### config.mk
export PLATFORM = sky130hd
export DESIGN_NAME = game_level_fsm
export DESIGN_NICKNAME = d
export VERILOG_FILES = /design/src/rtl/game_level_fsm.sv
export SDC_FILE = /design/constraint.sdc
export NUM_CORES = 1
export LEC_CHECK = 0
export CAP_MARGIN = 20
export CORE_AREA = 2 2 61 63
export DETAILED_ROUTE_END_ITERATION = 8
export DIE_AREA = 0 0 63 65
export GPL_TIMING_DRIVEN = 0
export PLACE_DENSITY = 0.78
export RECOVER_POWER = 25
export REMOVE_ABC_BUFFERS = 1
export SYNTH_ARGS = -nofsm -noshare
export SYNTH_HDL_FRONTEND = slang
export SYNTH_SLANG_ARGS = --single-unit
### constraint.sdc
create_clock -name clk_40 -period 3.85 [get_ports clk_40]
set_clock_uncertainty 0.1 [all_clocks]
set_input_delay 0.5775 -clock clk_40 [delete_from_list [all_inputs] [get_ports clk_40]]
set_output_delay 0.5775 -clock clk_40 [all_outputs]
set_load 0.005 [all_outputs]
### src/rtl/game_level_fsm.sv
// game_level_fsm: multi-level game sequencer.
// The game waits in START for a start button edge. In PLAY it watches every
// player's x-position against the finish line. When all players finish it
// holds in LEVEL_DONE for a fixed pause and then plays the next level, or it
// moves to FINISH after the last level.
// Optional build macro LEVEL_TIMEOUT_EN adds a per-level time limit. When the
// limit runs out the game moves to GAME_OVER.
// All outputs are registered.

module game_level_fsm #(
  parameter int              NUM_PLAYERS       = 2,
  parameter int              NUM_LEVELS        = 3,
  parameter int              POS_W             = 12,
  parameter int unsigned     FINISH_X          = 700,
  parameter int unsigned     INTERLEVEL_CYCLES = 40_000_000,
  parameter longint unsigned TIMEOUT_CYCLES    = 64'd2_400_000_000
) (
  input  logic                                                  clk_40,
  input  logic                                                  rst_n,
  input  logic                                                  m_left,
  input  logic                                                  gpio,
  input  logic                                                  restart,
  input  logic [NUM_PLAYERS*POS_W-1:0]                          xpos_players,
  output logic [2:0]                                            game_state,
  output logic [((NUM_LEVELS > 1) ? $clog2(NUM_LEVELS) : 1)-1:0] level,
  output logic [NUM_PLAYERS-1:0]                                players_done,
  output logic                                                  level_done_pulse
);

  localparam int LVL_W = (NUM_LEVELS > 1) ? $clog2(NUM_LEVELS) : 1;
  localparam logic [LVL_W-1:0] LAST_LEVEL = LVL_W'(NUM_LEVELS - 1);

  localparam int IL_W = (INTERLEVEL_CYCLES > 1) ? $clog2(INTERLEVEL_CYCLES) : 1;
  localparam logic [IL_W-1:0] IL_LAST = IL_W'(INTERLEVEL_CYCLES - 1);

  localparam logic [63:0] FINISH_W = 64'(FINISH_X);

`ifdef LEVEL_TIMEOUT_EN
  localparam int TO_W = (TIMEOUT_CYCLES > 1) ? $clog2(TIMEOUT_CYCLES) : 1;
  localparam logic [TO_W-1:0] TO_LAST = TO_W'(TIMEOUT_CYCLES - 64'd1);
`endif

  typedef enum logic [2:0] {
    ST_START      = 3'd0,
    ST_PLAY       = 3'd1,
    ST_LEVEL_DONE = 3'd2,
    ST_FINISH     = 3'd3,
    ST_GAME_OVER  = 3'd4
  } state_t;

  state_t          state;
  logic [IL_W-1:0] il_cnt;
`ifdef LEVEL_TIMEOUT_EN
  logic [TO_W-1:0] to_cnt;
`endif

  // Edge history. hist_valid stays low for the first cycle after reset.
  // This stops a button that is held across reset release from reading as a
  // new press.
  logic start_prev;
  logic restart_prev;
  logic hist_valid;
  logic start_in;
  logic start_edge;
  logic restart_edge;
  logic all_done;

  assign start_in     = m_left | gpio;
  assign start_edge   = hist_valid & start_in & ~start_prev;
  assign restart_edge = hist_valid & restart & ~restart_prev;
  assign all_done     = &players_done;
  assign game_state   = state;

  // Per-player finish flags; unsigned compare, inclusive of the finish line
  always_ff @(posedge clk_40 or negedge rst_n) begin
    if (!rst_n) begin
      players_done <= '0;
    end else begin
      for (int i = 0; i < NUM_PLAYERS; i++) begin
        players_done[i] <= (64'(xpos_players[i*POS_W +: POS_W]) >= FINISH_W);
      end
    end
  end

  // Game sequencing; counters fall back to zero unless they keep counting in the same state
  always_ff @(posedge clk_40 or negedge rst_n) begin
    if (!rst_n) begin
      state            <= ST_START;
      level            <= '0;
      level_done_pulse <= 1'b0;
      il_cnt           <= '0;
`ifdef LEVEL_TIMEOUT_EN
      to_cnt           <= '0;
`endif
      start_prev       <= 1'b0;
      restart_prev     <= 1'b0;
      hist_valid       <= 1'b0;
    end else begin
      start_prev       <= start_in;
      restart_prev     <= restart;
      hist_valid       <= 1'b1;
      level_done_pulse <= 1'b0;
      il_cnt           <= '0;
`ifdef LEVEL_TIMEOUT_EN
      to_cnt           <= '0;
`endif
      case (state)
        ST_START: begin
          if (start_edge) begin
            state <= ST_PLAY;
            level <= '0;
          end
        end
        ST_PLAY: begin
          if (all_done) begin
            level_done_pulse <= 1'b1;
            state <= (level < LAST_LEVEL) ? ST_LEVEL_DONE : ST_FINISH;
          end
`ifdef LEVEL_TIMEOUT_EN
          else if (to_cnt == TO_LAST) begin
            state <= ST_GAME_OVER;
          end else begin
            to_cnt <= to_cnt + TO_W'(1);
          end
`endif
        end
        ST_LEVEL_DONE: begin
          if (il_cnt == IL_LAST) begin
            state <= ST_PLAY;
            if (level < LAST_LEVEL) begin
              level <= level + LVL_W'(1);
            end
          end else begin
            il_cnt <= il_cnt + IL_W'(1);
          end
        end
        ST_FINISH, ST_GAME_OVER: begin
          if (restart_edge) begin
            state <= ST_START;
            level <= '0;
          end
        end
        default: begin
          state <= ST_START;
          level <= '0;
        end
      endcase
    end
  end

endmodule

# Word level (Yosys, flattened, before mapping)

Index checks and enable logic that the tools add are counted.

Logic and storage cells: 51
Input bits: 29
Bits in registers: 37

Reduce and logical (&&, ||, !) cells: 5
Eq/ne operators: 10
Multiplexer cells: 15
$lt $le $gt $ge: 3
Add/sub/neg operators: 2
Bitwise gates (word level): 8

Operator list:

| kind                  | number |
|---|---|
| $mux 26               | 2 |
| $add 26x1->26 const B | 1 |
| $eq 26x26->1 const B  | 1 |
| $ge 12x10->1 const B  | 2 |
| $mux 3                | 4 |
| $pmux 3 s4            | 1 |
| $ne 2x2->1 const B    | 5 |
| $mux 2                | 4 |
| $pmux 2 s4            | 1 |
| $eq 3x2->1 const B    | 2 |
| $reduce_and 5->1      | 1 |
| $and 1x1->1           | 4 |
| $reduce_and 4->1      | 1 |
| $eq 3x1->1 const B    | 1 |
| $eq 3x3->1 const B    | 1 |
| $logic_not 3->1       | 1 |
| $mux 1                | 3 |
| $not 1->1             | 3 |
| $add 2x1->2 const B   | 1 |
| $lt 2x2->1 const B    | 1 |
| $reduce_and 2->1      | 1 |
| $reduce_or 2->1       | 1 |
| $or 1x1->1            | 1 |

# Logic depth before layout (Yosys ltp)

Depth after elaboration: 5
Mapped depth: 6

# Worst setup path after synthesis

Ideal clock, no wire load.

Path type: reg-to-reg
Start: reg il_cnt[0]
End: reg il_cnt[22]
Stages on the path, launching flop included: 7
Period minus slack after synthesis: 1.994 ns
Data required time: 3.677 ns
Arrival time: 1.821 ns
Slack: 1.856 ns
Path through: dfrtp_1 -> ha_1 -> nand4_1 -> or4_1 -> buf_2 -> or3_1 -> a21oi_2

Word-level cells in the longest chain between the ends: 3
Elaborated cells on any way between the ends: 4
Those cells by class: add/sub: 1; eq/ne: 1; mux: 2

RTL lines:

| what                                          | RTL line | text |
|---|---|---|
| start: declaration                            | 52       | `logic [IL_W-1:0] il_cnt;` |
| start signal: assignment                      | 134      | `il_cnt <= il_cnt + IL_W'(1);` |
| $add 26x1->26 or $eq 26x26->1 (tied branches) | 134, 128 |  |
| $mux 26 (*)                                   | 128      | `if (il_cnt == IL_LAST) begin` |
| $mux 26 (*)                                   | 107      | `case (state)` |

Mark *: on every way between the ends. The rest lies on a longest branch, timed or not.
A chain may end at the register's enable or synchronous reset.

# Worst setup path in the final report

Same ends and word-level chain as after synthesis.

==> summary.md <==
| Metric | Value |
|---|---|
| Outcome | `finished with violations` |
| Failing checks | `capacitance limit, slew limit` |
| Core Area | `around 3500 µm²` |
| Routed vias | `between 1500 and 2000` |
| Tmin final | `about 2200 ps` |
| Via/cell ratio | `5.90` |
| Part of the power in the clock network | `34.4%` |
| Wire per inst | `approximately 15 µm` |
| CTS max path bufs | `2` |
| Routability cong. | `approximately 0.82` |
| Adder-cell share of the synthesized area | `less than 1%` |
| Yosys warns | `0` |
| Crit path cell chain | `ha_1 > nand4_1 > or4_1 > or3_1 > a21oi_2` |
| Synth Area per Inst | `a little under 10 µm²` |
| Largest net degree at the start of global routing | `37` |
| Period utilization | `approximately 57%` |
| Worst EP required | `approximately 4000 ps` |
| WP buf/inv | `0` |
| Die Ht | `65 µm` |
| Crit-path leading delay family | `simple AND/OR/NAND/NOR gates` |
| Final Hold Viols | `0` |
| DRT Wirelength | `between 3 and 4 mm` |
| Cells after Synth | `~180` |
| Peak supply drop | `roughly 0.00019 V` |
| Worst-Margin Slew | `1860 ps` |
| Post-synth EDFFs | `0` |
| Hold-fix buffers, CTS | `0` |
| Mapped Area | `between 1500 and 2000 µm²` |
| Setup CP Type | `reg -> reg` |
| Ports | `37` |
| Clk sinks | `36` |
| # rows | `22` |
| Slew Limit Fails | `37` |
| Pre-Repair DR Iteration Count | `4` |
| Post-synth ARST share | `100%` |
| Max Cap Viol | `1` |
| Leak Pwr | `between 0.9 and 1 nW` |
| ANT nets after route | `0` |
| CTS Buf Count | `5` |
| Pint | `approximately 510 µW` |
| CTS tree | `done` |
| Initial antenna violation count | `0` |
| Arr. time, crit path | `around 2400 ps` |
| Max frequency | `0.454 GHz` |
| Share of layout cells above drive strength 1 | `under 10%` |
| Tot GR Track Use | `20.8%` |
| Clock-pin slew on the worst setup and hold paths | `about 110 ps` |
| Max_slew headroom | `-23.8%` |
| Post-synthesis xor/xnor area fraction | `6.30%` |
| Distinct cells, synth | `39` |
| IO Port Bufs | `31` |
| FILL cells | `roughly 310` |
| Endpoint type of the worst setup path | `register` |
| Antenna Cells | `0` |
| Logic pwr share | `roughly 6%` |
| Starting density of the core | `51.7%` |
| Sequential element share of the synthesized area | `between 40 and 50%` |
| Clock Latency Late Sink | `approximately 340 ps` |
| Synth Area in Simple Gates | `a little over a quarter` |
| Gr ovfl total | `0` |
| Die width | `around 63 µm` |
| Critical Path Start Type | `register` |
| Multi-input gate area | `between 800 and 900 µm²` |
| Die area | `approximately 4000 µm²` |
| P_sw | `131 µW` |
| Setup Viol. Count Final | `0` |
| Compound-cell area share of the yosys netlist | `between 10% and 20%` |
| Power per cell area | `between 200 and 300 nW/µm²` |
| HPWL Detailed | `roughly 2.9 mm` |
| Vias in the first global route | `1524` |
| Post-CTS Setup Bufs | `0` |
| Nets@finish | `246` |
| Clock Tree Root | `clkbuf_4` |
| Setup TNS | `0 ps` |
| CTS H-tree lvls | `2` |
| Largest family of logic cells by synthesized area | `simple AND/OR/NAND/NOR gates` |
| CP max stage delay | `approximately 690 ps` |
| HP Class | `reg -> reg` |
| RSZ-0062 raised after global routing | `false` |
| Multiplexer share of the synthesized area | `0%` |
| Switching share of power | `20.5%` |
| CTS resizes | `0` |
| Hold slack | `399 ps` |
| CP Max Fanout | `8` |
| Register area | `between 900 and 1000 µm²` |
| Most used DFF post-synth | `dfrtp_1` |
| Synthesized flop and latch total | `36` |
| DRC viols | `0` |
| First-pass GRT wire length | `approximately 6.6 mm` |
| Area grow syn2layout | `22.8%` |
| Sequential share of power | `between 50% and 60%` |
| Initial DRC count | `between 150 and 200` |
| Slowest-stage cell, CP | `or4_1` |
synthesized netlist by cell type, types with 3 or more instances:
master	instances	share of area (%)
nand2_1	8	1.7
and4_1	5	2.4
inv_1	4	0.83
buf_2	5	1.4
o21ai_0	8	2.2
nor4_1	3	1.0
nand4_1	12	4.2
or4_1	5	2.1
dfrtp_1	36	50
nor2_1	18	3.7
o22ai_1	3	1.0
nand3_1	11	3.0
o31ai_1	4	1.7
a21oi_1	10	2.8
xnor2_1	3	1.5
xor2_1	10	4.8
or3_1	9	3.1
power by group through the flow:
stage          combinational [mW]  clock (mW)  sequential, mW
4_1_cts                    0.0397       0.226           0.382
3_5_place_dp               0.0394           0           0.389
5_1_grt                    0.0426       0.244           0.382
3_3_place_gp               0.0390           0           0.389
2_1_floorplan             0.00497           0           0.389
6_report                   0.0383       0.221           0.382
state kept, by name, indices dropped and copies added, names as in the netlist:
signal,count
restart_prev,1
game_state,2
level,2
players_done,2
start_prev,1
level_done_pulse,1
il_cnt,26
hist_valid,1
cells by family (layout without fill, tap and decap cells):
group	after synthesis	after routing
adder cells (fa/ha/maj)	1	1
AO/OA/AOI/OAI	36	36
other	2	2
AND/OR/NAND/NOR	85	85
XOR/XNOR	13	13
flip-flops	36	36
buffers and inverters	11	43
metal layers:
metal	vias up	track usage [%]	share of wire, %
met5	-	0	0
met4	0	6.94	1.9
li1	743	-	-
met1	758	23.2	40
met3	9	5.90	4.7
met2	47	37.9	53
cells in the final DEF, fill, tap and decap left out, types with 3 or more instances in the layout:
cell type | Yosys | final
and4_1 | 5 | 5
xor2_1 | 10 | 10
o21ai_0 | 8 | 8
o22ai_1 | 3 | 3
nor4_1 | 3 | 3
dfrtp_1 | 36 | 36
clkbuf_4 | 0 | 5
clkdlybuf4s50_1 | 0 | 29
inv_1 | 4 | 4
nand4_1 | 12 | 12
nand2_1 | 8 | 8
a21oi_1 | 10 | 10
xnor2_1 | 3 | 3
nand3_1 | 11 | 11
o31ai_1 | 4 | 4
or4_1 | 5 | 5
nor2_1 | 18 | 18
or3_1 | 9 | 9
final timing paths:
path	start	end	slack [ps]	cells past startpoint
min in group asynchronous	rst_n	il_cnt[24]	640	1
hold / removal	il_cnt[0]	il_cnt[0]	400	1
setup / recovery	il_cnt[0]	il_cnt[22]	1650	5
setup reg to reg	il_cnt[0]	il_cnt[22]	1650	5
max in group asynchronous	rst_n	game_state[1]	1950	1
hold reg to reg	il_cnt[0]	il_cnt[0]	400	1
per-stage QoR:
step	worst slack (ps)	total power, mW	area [µm²]	utilization, %	std cells
after floorplan	1500	0.394	1770	-	177
after global placement	944	0.428	2140	61.3	256
after detailed placement	1660	0.428	2160	61.7	257
after CTS	1630	0.647	2220	63.5	264
after global routing	1420	0.669	2220	63.5	264
final	1650	0.641	2220	63.5	264
cell type report:
class                   count  share of cell area [%]
repair buffers             32                    14.4
flip-flops and latches     36                    40.6
inverters                   4                   0.676
clock buffers               7                    2.93
well taps                  48                    2.71
multi-input cells         137                    38.7
worst reg2reg max path, delay by kind of cell, from the launching register on:
family	cells	cell delay, ps
fa+ha+maj	1	240
simple gates	3	1280
compound gates	1	140
flops	1	400
(Power assumes the default switching activity.)
